## src/rtl/cpu_pkg.sv

```systemverilog
// Shared CPU front-end types: reset PC, instruction width, queue entry, fetch FSM states.
package cpu_pkg;

  localparam logic [31:0] RESET_PC_DEF = 32'h0040_0000;
  localparam int          ILEN         = 32;

  typedef struct packed {
    logic [ILEN-1:0] instr;
    logic [31:0]     pc;
  } qent_t;

  typedef enum logic [1:0] {
    BOOT   = 2'd0,
    RUN    = 2'd1,
    HALTED = 2'd2
  } fstate_t;

endpackage

```

## src/rtl/fetch_fifo.sv

```systemverilog
// Synchronous power-of-two FIFO with push/pop/flush and occupancy count.
// Head entry is read straight out of the storage registers, so dout is
// registered data valid the cycle after the push that wrote it.
// Push on a full queue is legal only together with a pop.
module fetch_fifo #(
  parameter int  DEPTH = 2,
  parameter type T     = logic [31:0]
) (
  input  logic                     clk,
  input  logic                     rst_n,
  input  logic                     push,
  input  logic                     pop,
  input  logic                     flush,
  input  T                         din,
  output T                         dout,
  output logic                     full,
  output logic                     empty,
  output logic [$clog2(DEPTH):0]   count
);

  localparam int AW = $clog2(DEPTH);

  T              mem [DEPTH];
  logic [AW-1:0] wr_ptr, rd_ptr;

  assign dout  = mem[rd_ptr];
  assign full  = (count == (AW+1)'(DEPTH));
  assign empty = (count == '0);

  // Pointer/count update; flush discards everything but leaves storage as-is.
  always_ff @(posedge clk or negedge rst_n) begin
    if (!rst_n) begin
      wr_ptr <= '0;
      rd_ptr <= '0;
      count  <= '0;
      for (int i = 0; i < DEPTH; i++) mem[i] <= '0;
    end else if (flush) begin
      wr_ptr <= '0;
      rd_ptr <= '0;
      count  <= '0;
    end else begin
      if (push) begin
        mem[wr_ptr] <= din;
        wr_ptr      <= wr_ptr + 1'b1;
      end
      if (pop) rd_ptr <= rd_ptr + 1'b1;
      count <= count + (AW+1)'(push) - (AW+1)'(pop);
    end
  end

endmodule

```

## src/rtl/fetch_unit.sv

```systemverilog
// Instruction fetch: owns the PC, issues word fetches, queues returned words
// for decode, and handles redirects by flushing the queue and dropping the
// responses of every request still in flight.
// Optional statistics counters are built when FETCH_STATS_EN is defined.
module fetch_unit
  import cpu_pkg::*;
#(
  parameter logic [31:0] RESET_PC   = RESET_PC_DEF,
  parameter int          FIFO_DEPTH = 2,
  parameter int          CNT_W      = 32
) (
  input  logic             clk,
  input  logic             rst_n,
  output logic             imem_req_valid,
  input  logic             imem_req_ready,
  output logic [31:0]      imem_req_addr,
  input  logic             imem_rsp_valid,
  input  logic [ILEN-1:0]  imem_rsp_data,
  output logic             instr_valid,
  input  logic             instr_ready,
  output logic [ILEN-1:0]  instr,
  output logic [31:0]      instr_pc,
  input  logic             redirect_valid,
  input  logic [31:0]      redirect_pc,
  input  logic             halt,
  output logic [CNT_W-1:0] instruction_count,
  output logic [CNT_W-1:0] stall_count
);

  localparam int AW = $clog2(FIFO_DEPTH);

  fstate_t     state;
  logic [31:0] pc;
  logic [AW:0] drop;

  logic        xfer;
  logic        iq_push, iq_pop, iq_full, iq_empty;
  logic        tq_push, tq_pop, tq_full, tq_empty;
  logic [AW:0] iq_cnt, tq_cnt, tq_cnt_nxt;
  logic [AW+1:0] occ;
  qent_t       iq_din, iq_dout;
  logic [31:0] tq_dout;
  logic        unused_low;

  // Low redirect bits are forced to zero; keep them visibly consumed.
  assign unused_low = ^redirect_pc[1:0];

  // The tag queue occupancy is the outstanding-request count.
  assign occ            = (AW+2)'(iq_cnt) + (AW+2)'(tq_cnt);
  assign imem_req_valid = (state == RUN) && (occ < (AW+2)'(FIFO_DEPTH));
  assign imem_req_addr  = pc;
  assign xfer           = imem_req_valid & imem_req_ready;

  assign tq_push    = xfer & ~tq_full;
  assign tq_pop     = imem_rsp_valid & ~tq_empty;
  assign tq_cnt_nxt = tq_cnt + (AW+1)'(tq_push) - (AW+1)'(tq_pop);

  // Redirect kills the head pop and any response landing in the same cycle.
  assign iq_pop  = instr_valid & instr_ready & ~redirect_valid;
  assign iq_push = imem_rsp_valid & (drop == '0) & ~redirect_valid & (~iq_full | iq_pop);
  assign iq_din  = '{instr: imem_rsp_data, pc: tq_dout};

  assign instr_valid = ~iq_empty;
  assign instr       = iq_dout.instr;
  assign instr_pc    = iq_dout.pc;

  fetch_fifo #(.DEPTH(FIFO_DEPTH), .T(qent_t)) u_iq (
    .clk   (clk),
    .rst_n (rst_n),
    .push  (iq_push),
    .pop   (iq_pop),
    .flush (redirect_valid),
    .din   (iq_din),
    .dout  (iq_dout),
    .full  (iq_full),
    .empty (iq_empty),
    .count (iq_cnt)
  );

  // Tag queue is never flushed: stale responses still retire their tag.
  fetch_fifo #(.DEPTH(FIFO_DEPTH), .T(logic [31:0])) u_tq (
    .clk   (clk),
    .rst_n (rst_n),
    .push  (tq_push),
    .pop   (tq_pop),
    .flush (1'b0),
    .din   (pc),
    .dout  (tq_dout),
    .full  (tq_full),
    .empty (tq_empty),
    .count (tq_cnt)
  );

  // Fetch FSM: one idle boot cycle, then run/halt follows the halt level.
  always_ff @(posedge clk or negedge rst_n) begin
    if (!rst_n) state <= BOOT;
    else begin
      unique case (state)
        BOOT:    state <= halt ? HALTED : RUN;
        RUN:     if (halt)  state <= HALTED;
        HALTED:  if (!halt) state <= RUN;
        default: state <= BOOT;
      endcase
    end
  end

  // PC: redirect wins over the post-transfer increment.
  always_ff @(posedge clk or negedge rst_n) begin
    if (!rst_n)              pc <= RESET_PC;
    else if (redirect_valid) pc <= {redirect_pc[31:2], 2'b00};
    else if (xfer)           pc <= pc + 32'd4;
  end

  // Drop count: on redirect every request left in flight becomes stale.
  always_ff @(posedge clk or negedge rst_n) begin
    if (!rst_n)                                 drop <= '0;
    else if (redirect_valid)                    drop <= tq_cnt_nxt;
    else if (imem_rsp_valid && (drop != '0))    drop <= drop - 1'b1;
  end

`ifdef FETCH_STATS_EN
  // Saturating delivery and stall counters.
  always_ff @(posedge clk or negedge rst_n) begin
    if (!rst_n) begin
      instruction_count <= '0;
      stall_count       <= '0;
    end else begin
      if (iq_pop && (instruction_count != '1))
        instruction_count <= instruction_count + 1'b1;
      if ((state != HALTED) && !instr_valid && (stall_count != '1))
        stall_count <= stall_count + 1'b1;
    end
  end
`else
  assign instruction_count = '0;
  assign stall_count       = '0;
`endif

endmodule

```

## config.mk

```make
export PLATFORM = sky130hd
export DESIGN_NAME = fetch_unit
export DESIGN_NICKNAME = d
export VERILOG_FILES = /design/src/rtl/cpu_pkg.sv /design/src/rtl/fetch_fifo.sv /design/src/rtl/fetch_unit.sv
export SDC_FILE = /design/constraint.sdc
export NUM_CORES = 1
export LEC_CHECK = 0
export BUFFER_PORTS_ARGS = -buffer_cell sky130_fd_sc_hd__buf_2
export CAP_MARGIN = 20
export CORE_ASPECT_RATIO = 0.75
export CORE_MARGIN = 2
export CORE_UTILIZATION = 40
export CTS_CLUSTER_SIZE = 12
export DETAILED_ROUTE_END_ITERATION = 8
export PLACE_DENSITY = 0.69
export REMOVE_ABC_BUFFERS = 1
export SLEW_MARGIN = 40
export SYNTH_ARGS = -nofsm -noshare
export SYNTH_HDL_FRONTEND = slang
export SYNTH_SLANG_ARGS = --single-unit
```

## constraint.sdc

```tcl
create_clock -name clk -period 4.1 [get_ports clk]
set_input_delay 1.025 -clock clk [delete_from_list [all_inputs] [get_ports clk]]
set_output_delay 1.025 -clock clk [all_outputs]
set_load 0.03 [all_outputs]
```

==> results.txt <==
----------------------------------------------------
[Placement]
  Post-Place Setup Slack ... between 800 and 900 ps
  Placed wire-length estimate after detailed placement ... ~16 mm
  Buffers added on ports ... roughly 160
  Placer congestion estimate ... about 0.74
  Post-placement cell count ... between 1,000 and 1,500

[STA]
  Count of final setup violators ... 0
  Portion of the clock cycle consumed by the worst path in the final layout ... a little under 90%
  Crit path setup slack, layout ... about 550 ps
  Headroom to the max-slew limit ... around 48%
  Peak clock frequency supported by timing ... ~0.28 GHz
  Final Hold Viols ... 0
  Shortest clock period the worst path allows after layout ... around 3600 ps
  RSZ-0062 raised after global routing ... false
  Pin slew with the least headroom to its limit ... ~780 ps
  Setup tns final ... 0 ps
  Final worst clock skew ... 27.2 ps
  Fin. max-slew vios ... 0

[Clock tree]
  Clock-pin slew of the registers on the worst-case setup and hold paths ... around 60 ps
  Deepest clock path buffer count ... 3
  TritonCTS clock tree ... yes
  Cts bufs inserted ... 24
  Number of clock sinks seen by CTS ... between 200 and 250
  Cell at the root of the clock tree ... sky130_fd_sc_hd__clkbuf_16
  Number of instances resized during post-cts repair ... 0
  Hold bufs inserted after CTS ... 0
  H-tree depth ... 1
  Clock latency of the later-clocked register in the worst-skew pair ... ~530 ps
  Buffers inserted by post-CTS timing repair ... 0

[Worst setup path]
  Data arrival time of the critical path ... 2530 ps
  Critical Path End Type ... output port
  Crit start category ... flop
  Crit-path cells ... inv_1 > nor2_1 > fa_1 > or4b_4 > inv_1 > buf_2
  Worst reg2reg startpoint ... u_tq.count[0]
  Worst Path Max Fanout ... 7
  Most used cell, CP ... sky130_fd_sc_hd__inv_1
  Critical path class ... reg2out
  Slowest stage delay, CP ... around 550 ps
  Cell with the biggest individual delay on the critical path ... sky130_fd_sc_hd__or4b_4
  Data required time of the worst path ... between 3000 and 4000 ps
  Worst setup startpoint ... u_tq.count[0]

[Synthesis]
  Cell Area, Synth ... 0.0107 mm2
  Count of distinct cell types in the synthesized netlist ... 39
  Share of flip-flops with an asynchronous set or reset after synthesis ... 100%
  Most frequently used flop master after synthesis ... sky130_fd_sc_hd__dfrtp_1
  Syn Area/Cell ... about 13 um2
  Synth warnings ... 0
  Post-synthesis register bit count ... about 230
  Seq/Total Area, Yosys ... between 50% and 60%
  Number of standard cells after synthesis ... ~830
  Number of synthesized flops with an enable pin ... 0

[Power and ir drop]
  Static leakage power ... about 6 nW
  Peak supply drop ... between 0.0004 and 0.0005 V
  Areal power density over the cells ... roughly 720 mW/mm2

[Route]
  Wirelength, routed ... between 20 and 25 mm
  Antenna-violating nets left ... 0
  Via count of the routed design ... 6,696
  Avg Vias per Cell ... approximately 5
  DRC violation total after the first TritonRoute iteration ... around 270
  Wire length per cell after detailed routing ... ~17 um
  Post-route DRC violation count ... 0
  Drt first pass iters ... 4

[Floorplan]
  Die X ... 193 um
  CORE AREA ... between 0.02 and 0.03 mm2
  Die ar. ... approximately 0.028 mm2
  Number of placement rows ... slightly above 50
  Initial standard-cell utilization of the core ... between 40% and 50%
  Height of the chip ... between 100 and 150 um
  Num ports ... ~230

[GRT]
  Number of antenna violations at the first check in global routing ... 2
  Total global routing overflow ... 0
  Overall routing resource usage ... between 15 and 20%
  Pin count of the biggest net entering global routing ... ~110
  Number of global-route vias before repair ... slightly below 7,000
  First-pass GRT wire length ... ~37 mm

[Cells and area]
  Final standard cell count with taps included and fillers excluded ... 1,343
  Commonest non-fill, non-tap cell in the layout ... sky130_fd_sc_hd__mux2_2
  Most frequent cells in the layout ... 275 x sky130_fd_sc_hd__mux2_2, 224 x sky130_fd_sc_hd__dfrtp_1, 161 x sky130_fd_sc_hd__buf_2, 68 x sky130_fd_sc_hd__conb_1, 26 x sky130_fd_sc_hd__nand2_1
  Layout overhead on the synthesized area ... 16.4%
  Layout cell share with drive strength beyond 1 ... roughly half
  Net total in the final layout ... 1,060

[Run status]
  Run status ... completed

[Job]
  Max-capacitance violation count ... 0

[Worst hold path]
  Path category of the worst min-delay check ... in2async

----------------------------------------------------
metal layers:
metal,up-vias,GRT usage (%),share of wire [%]
met3,30,4.06,5.6
li1,3145,-,-
met4,0,3.51,1.8
met2,144,25.9,46
met1,3377,22.3,47
met5,-,0,0
synthesized netlist by cell type, types with 3 or more instances:
cell	count	area, um2
sky130_fd_sc_hd__inv_1	12	45.0
sky130_fd_sc_hd__or4_1	22	165
sky130_fd_sc_hd__o21ai_0	13	65.1
sky130_fd_sc_hd__nand3_1	12	60.1
sky130_fd_sc_hd__dfrtp_1	225	5630
sky130_fd_sc_hd__o31ai_1	17	128
sky130_fd_sc_hd__xor2_1	11	96.3
sky130_fd_sc_hd__nand2_1	28	105
sky130_fd_sc_hd__clkbuf_1	30	113
sky130_fd_sc_hd__ha_1	6	75.1
sky130_fd_sc_hd__nand4_1	9	56.3
sky130_fd_sc_hd__and4_1	3	26.3
sky130_fd_sc_hd__mux2_2	275	3100
sky130_fd_sc_hd__buf_4	68	510
sky130_fd_sc_hd__buf_1	3	11.3
sky130_fd_sc_hd__nor2_1	25	93.8
sky130_fd_sc_hd__a31oi_1	19	119
sky130_fd_sc_hd__xnor2_1	5	43.8
sky130_fd_sc_hd__and3_1	4	25.0
sky130_fd_sc_hd__buf_2	11	55.1
final cells by class:
cell class                      count  area (um2)
Sequential cell                   226        5660
Tap cell                          344         430
Inverter                           12        45.0
Timing Repair Buffer              178        1010
Clock inverter                      5        63.8
Fill cell                        2402       13700
Antenna cell                        2        5.00
Multi-Input combinational cell    540        4610
Clock buffer                       36         676
path summary, 6_finish.rpt:
path / to / slack, ps / cells after the start
setup / recovery: imem_req_valid / 550 / 6
hold / removal: u_iq.mem[125] / 390 / 1
setup reg to reg: imem_req_addr[31] / 790 / 7
hold reg to reg: state[0] / 460 / 1
max in group asynchronous: imem_req_addr[22] / 2620 / 3
min in group clk: state[0] / 460 / 1
report_power, final:
part           leakage [nW]  switching, mW  internal, mW
logic                  2.73           1.78          1.56
clock network         0.357          0.874          1.20
registers              2.83          0.490          3.11
total                  5.92           3.14          5.86
per-stage QoR:
step,total power [mW],hold slack (ps),area [um2],util [%]
floorplan,6.08,425,10300,-
global placement,6.88,441,11700,44.8
detailed placement,7.01,455,11700,44.8
CTS,9.12,463,12500,47.7
global route,9.52,416,12500,47.8
finish,9.01,388,12500,47.8
flip-flops by register name, indices dropped and copies added (netlist names), 2 cells and up:
name and flops:
u_tq.mem 60, u_tq.count 2, imem_req_addr 30, u_iq.mem 124
u_iq.count 2, state 2, drop 2
cell families (layout without fill, tap and decap cells):
kind of cell | after synthesis | after routing | share of synthesized area [%]
AO/OA/AOI/OAI | 57 | 57 | 3.41
XOR/XNOR | 16 | 16 | 1.30
adder cells (fa/ha/maj) | 7 | 7 | 0.885
buffers and inverters | 126 | 231 | 6.93
flip-flops | 226 | 226 | 52.7
multiplexers | 277 | 277 | 29.0
other | 1 | 70 | 0.0349
AND/OR/NAND/NOR | 115 | 115 | 5.73
worst max-delay path, delay by kind of cell, from the launching register on:
kind	cells	cell delay, ps
adder cells (fa/ha/maj)	1	440
buffers and inverters	3	580
AND/OR/NAND/NOR	2	610
flip-flops	1	380
Power figures use the tool's default switching activity.
